$ cat config.mk
export PLATFORM = sky130hd
export DESIGN_NAME = decoder_scan_nx2n
export DESIGN_NICKNAME = d
export VERILOG_FILES = /design/src/rtl/decoder_scan_nx2n.sv
export SDC_FILE = /design/constraint.sdc
export NUM_CORES = 1
export LEC_CHECK = 0
export CAP_MARGIN = 10
export CORE_UTILIZATION = 40
export DETAILED_ROUTE_END_ITERATION = 10
export PLACE_DENSITY_LB_ADDON = 0.15
export SYNTH_ARGS = -nofsm -noshare
export SYNTH_HDL_FRONTEND = slang
export SYNTH_SLANG_ARGS = --single-unit
$ cat constraint.sdc
create_clock -name clk -period 3.6 [get_ports clk]
set_input_delay 0.72 -clock clk [delete_from_list [all_inputs] [get_ports clk]]
set_output_delay 0.72 -clock clk [all_outputs]
set_load 0.005 [all_outputs]
$ cat src/rtl/decoder_scan_nx2n.sv
// decoder_scan_nx2n: registered N-to-2^N one-hot decoder with a direct
// hold mode and a timed scan mode that walks a one-hot bit over a range.
//
// Ports:
//   clk, rst_n  : rising-edge clock, asynchronous active-low reset
//   mode        : 0 = direct, 1 = scan (sampled on accept)
//   in_valid    : request valid
//   in_ready    : request can be accepted (low while scanning)
//   d_in        : direct index, or scan start index
//   scan_last   : scan end index (sampled on accept)
//   scan_abort  : terminate an active scan without scan_done
//   out_clr     : clear a held direct output
//   d_out       : decoded one-hot output (registered)
//   out_valid   : d_out currently asserts bit sel_out
//   sel_out     : index currently driven on d_out
//   busy        : scan in progress
//   scan_done   : one-cycle pulse on normal scan completion
module decoder_scan_nx2n #(
   parameter int SEL_W      = 4,
   parameter int DWELL      = 1,
   parameter int ACTIVE_LOW = 0
) (
   input  logic                  clk,
   input  logic                  rst_n,
   input  logic                  mode,
   input  logic                  in_valid,
   output logic                  in_ready,
   input  logic [SEL_W-1:0]      d_in,
   input  logic [SEL_W-1:0]      scan_last,
   input  logic                  scan_abort,
   input  logic                  out_clr,
   output logic [(1<<SEL_W)-1:0] d_out,
   output logic                  out_valid,
   output logic [SEL_W-1:0]      sel_out,
   output logic                  busy,
   output logic                  scan_done
);

   localparam int OUT_W = 1 << SEL_W;

   localparam logic             POL      = (ACTIVE_LOW != 0);
   localparam logic [OUT_W-1:0] IDLE_PAT = {OUT_W{POL}};
   localparam logic [7:0]       DW_LAST  = 8'(DWELL - 1);

   if (DWELL < 1 || DWELL > 255) begin : g_bad_dwell
      $error("decoder_scan_nx2n: DWELL must be in 1..255");
   end

   typedef enum logic [1:0] {
      IDLE = 2'd0,
      HOLD = 2'd1,
      SCAN = 2'd2
   } state_t;

   state_t            state_q;
   logic [SEL_W-1:0]  sel_q;
   logic [SEL_W-1:0]  end_q;
   logic [7:0]        cnt_q;
   logic [OUT_W-1:0]  dout_q;
   logic              valid_q;
   logic              busy_q;
   logic              done_q;
   logic              ready_q;

   logic              accept_d;
   logic              step_d;
   logic              last_d;
   logic [SEL_W-1:0]  sel_inc_d;

   // Bit idx asserted in the configured polarity, all other bits idle.
   function automatic logic [OUT_W-1:0] pattern(
      input logic [SEL_W-1:0] idx
   );
      logic [OUT_W-1:0] oh;
      oh      = '0;
      oh[idx] = 1'b1;
      return POL ? ~oh : oh;
   endfunction

   // ready_q mirrors (state_q != SCAN) so the handshake is registered.
   assign accept_d  = in_valid && ready_q;
   assign step_d    = (cnt_q == DW_LAST);
   assign last_d    = (sel_q == end_q);
   assign sel_inc_d = SEL_W'(sel_q + 1'b1);

   always_ff @(posedge clk or negedge rst_n) begin
      if (!rst_n) begin
         state_q <= IDLE;
         sel_q   <= '0;
         end_q   <= '0;
         cnt_q   <= '0;
         dout_q  <= IDLE_PAT;
         valid_q <= 1'b0;
         busy_q  <= 1'b0;
         done_q  <= 1'b0;
         ready_q <= 1'b1;
      end else begin
         done_q <= 1'b0;
         unique case (state_q)
            IDLE, HOLD: begin
               if (accept_d) begin
                  sel_q   <= d_in;
                  dout_q  <= pattern(d_in);
                  valid_q <= 1'b1;
                  cnt_q   <= '0;
                  if (mode) begin
                     end_q   <= scan_last;
                     busy_q  <= 1'b1;
                     ready_q <= 1'b0;
                     state_q <= SCAN;
                  end else begin
                     state_q <= HOLD;
                  end
               end else if (state_q == HOLD && out_clr) begin
                  dout_q  <= IDLE_PAT;
                  valid_q <= 1'b0;
                  state_q <= IDLE;
               end
            end
            SCAN: begin
               // Abort takes priority over a coincident final step.
               if (scan_abort) begin
                  dout_q  <= IDLE_PAT;
                  valid_q <= 1'b0;
                  busy_q  <= 1'b0;
                  ready_q <= 1'b1;
                  cnt_q   <= '0;
                  state_q <= IDLE;
               end else if (step_d) begin
                  cnt_q <= '0;
                  if (last_d) begin
                     dout_q  <= IDLE_PAT;
                     valid_q <= 1'b0;
                     busy_q  <= 1'b0;
                     ready_q <= 1'b1;
                     done_q  <= 1'b1;
                     state_q <= IDLE;
                  end else begin
                     sel_q  <= sel_inc_d;
                     dout_q <= pattern(sel_inc_d);
                  end
               end else begin
                  cnt_q <= cnt_q + 8'd1;
               end
            end
            default: begin
               dout_q  <= IDLE_PAT;
               valid_q <= 1'b0;
               busy_q  <= 1'b0;
               ready_q <= 1'b1;
               cnt_q   <= '0;
               state_q <= IDLE;
            end
         endcase
      end
   end

   assign d_out     = dout_q;
   assign out_valid = valid_q;
   assign sel_out   = sel_q;
   assign busy      = busy_q;
   assign scan_done = done_q;
   assign in_ready  = ready_q;

endmodule

==> results.toml <==
[critical_path]
crit_path_end_kind = "register"
crit_type = "in2reg"
ff2ff_path_depth = 7
required_ns = 3.77
worstPathMaxFanout = 8
cp_slowest_cell = "or3b_2"
reg2reg_from = "cnt_q[0]$_DFFE_PN0P_"
r2r-end = "d_out[7]$_DFFE_PN0P_"
crit_chain = "clkdlybuf4s50_1 -> or3b_2 -> a21oi_2 -> or3_1 -> nor2_1 -> a221o_1"
cp_data_arrival_time_ns = 2.69
r2r_slack_ns = 1.33
max_stage_delay_ns = 0.51
worst_setup_path_start_kind = "input pin"

[pwr]
p_clk_share_pct = 40.3
p_leak_nw = 1.110
irDropWorstVdd_uv = 145.5
p_per_area_nw_per_um2 = 293.2
power_frac_seq_pct = 55.9
p_total_mw = 0.7633
p_int_mw = 0.5934
swShare_pct = 22.26
comb_power_share_pct = 3.8
power.switching_mw = 0.1699

[placed_design]
hpwl_um = 3481
placed_cell_area_um2 = 2509
dp_cells = 315
gp_congestion = 0.8064
io_buffer_count = 37
place_ws_ns = 0.7938

[global_route]
antenna_found_initial = 0
grt_pass1_wl_um = 7983
grt_usage_pct = 19.17
grt_max_degree = 39
grt-ovfl-total = 0
grt_pass1_vias = 1665

[route]
drtIter0Drc = 63
post_drt_wl_per_cell_um = 14.61
ant_nets = 0
dr.pass1.iters = 4
wirelength_um = 4719
num_vias = 1752
via_per_inst = 5.424
drc = 0

[timing]
tns_ns = 0
slew_violations = 0
setup_viol = 0
skew_ns = 0.003803
period_share_pct = 69.93
hold_viol = 0
grt_setup_unrepaired = "false"
fmax_ghz = 0.3972
slew_headroom_pct = 45.00
worstMarginPinSlew_ns = 0.8249
fin_crit_ns = 2.518
setup_slack_ns = 1.083
hold_slack_ns = 0.4970

[synthesis]
ys.flop_type = "dfrtp_1"
synth.avg_cell_area_um2 = 9.671
ys_ff_latch = 38
synth_edf_count = 0
yosysWarnings = 0
synth_nets = 239
syn_inst = 218
synth_seq_area_share_pct = 45.16
synth_cell_types = 49
synthArstFlopShare_pct = 100.0
syn_area_um2 = 2108

[clock_tree]
hold_buffers = 0
cts_setup_buffers = 0
cts.sink_count = 38
numCtsBuffers = 5
cts-resized-gates = 0
clk_path_buf_depth = 2
clkTransAtPathRegs_ns = 0.07
clk_latency_ns = 0.29
cts-root-buf = "clkbuf_8"
htree_levels = 2
tritoncts = "done"

[floorplan]
initial_core_util_pct = 41.28
die_w_um = 74.60
dieArea_um2 = 5565
coreArea_um2 = 5107
ioPinCount = 38
dieHeight_um = 74.60
rows = 26

[final_layout]
nFillCells = 504
antennaDiodeCount = 0
final_area_um2 = 2604
area_growth_pct = 23.50
drive_gt1_share_pct = 10.28
layout_common_cells = "dfrtp_1 (37), clkdlybuf4s50_1 (36), nand2_1 (28)"
nets = 273
final_common_cell = "dfrtp_1"
finish.utilization_pct = 50.98
instances_no_fill = 323

[worst_hold_path]
min_from = "d_out[7]$_DFFE_PN0P_"
whs_endpoint = "d_out[7]$_DFFE_PN0P_"
worstHoldPathCells = 2
worstHoldPathType = "reg2reg"

[run_status]
outcome = "finished clean"

[job]
maxCapViolCount = 0
[routing by layer]
metal | track usage, % | routed length, um | vias up
met2 | 30.03 | 2135 | 44
met3 | 3.794 | 175 | 6
li1 | - | - | 863
met4 | 5.660 | 57 | 0
met5 | 0 | 0 | -
met1 | 26.83 | 2350 | 839
[layout make-up]
type	instances	area, um^2	area share, %
inverter	7	26.28	1.009
multi-input combinational	163	1077	41.37
clock inverter	2	12.51	0.4805
tap	70	87.58	3.364
sequential	38	952.2	36.57
timing repair buffer	37	365.4	14.03
clock buffer	6	82.58	3.172
[cell usage after synthesis, drive strengths merged (2+ instances only)]
| cell type | count | share of area [%] |
|---|---|---|
| a21o | 2 | 0.77 |
| a21oi | 6 | 1.6 |
| a221o | 13 | 6.2 |
| a31oi | 2 | 0.59 |
| a32oi | 2 | 0.83 |
| and2 | 9 | 2.7 |
| and3 | 3 | 0.89 |
| buf | 5 | 1.6 |
| clkbuf | 5 | 0.89 |
| dfrtp | 37 | 44 |
| ha | 7 | 4.2 |
| inv | 7 | 1.2 |
| mux2 | 4 | 2.1 |
| nand2 | 28 | 5.0 |
| nand3 | 2 | 0.47 |
| nand4 | 4 | 1.2 |
| nor2 | 20 | 3.6 |
| nor2b | 4 | 1.2 |
| nor3 | 6 | 1.4 |
| nor4 | 5 | 1.5 |
| nor4b | 2 | 1.5 |
| o211ai | 2 | 0.95 |
| o21a | 2 | 0.71 |
| o21ai | 12 | 2.8 |
| or2 | 4 | 1.2 |
| or3 | 3 | 0.89 |
| xnor2 | 5 | 2.1 |
| xor2 | 3 | 1.2 |
[power by group through the flow]
stage               Sequential (mW)  Clock [mW]  Combinational [mW]
CTS                           0.426       0.314              0.0300
global placement              0.435           0              0.0299
global route                  0.426       0.326              0.0333
floorplan                     0.435           0             0.00486
finish                        0.427       0.308              0.0293
detailed placement            0.435           0              0.0300
[sequential cells by signal, summed over array words and instances (netlist names)]
register   flops
d_out         16
cnt_q          8
end_q          4
sel_out        4
state_q        2
busy           1
in_ready       1
out_valid      1
scan_done      1
[logic make-up (layout without fill, tap and decap cells)]
group                      after synthesis  count (layout)  synth area share, %
muxes                                    4               4                2.136
adders and majority gates                7               7                4.154
xor gates and xnor gates                 8               8                3.324
buffers and inverters                   17              52                3.739
AOI/OAI and AO/OA                       50              50                18.22
and+or+nand+nor                         94              94                23.26
DFF                                     38              38                45.16
[how the worst max path moves through the flow]
stage               startpoint               endpoint  slack (ns)  cells after the start
floorplan           scan_abort  d_out[10]$_DFFE_PN0P_        1.42                      6
global placement    scan_abort   d_out[9]$_DFFE_PN0P_        0.84                      6
detailed placement    in_valid  d_out[14]$_DFFE_PN0P_        0.79                      5
CTS                   in_valid  d_out[12]$_DFFE_PN0P_        1.09                      5
global route          in_valid  d_out[14]$_DFFE_PN0P_        0.97                      5
finish              scan_abort  d_out[12]$_DFFE_PN0P_        1.08                      6
[worst max-delay path, delay by kind of cell]
family	cells	cell delay (ns)
AO/OA/AOI/OAI	2	0.60
buffers and inverters	1	0.41
AND/OR/NAND/NOR	3	0.96
(Power assumes the default switching activity.)
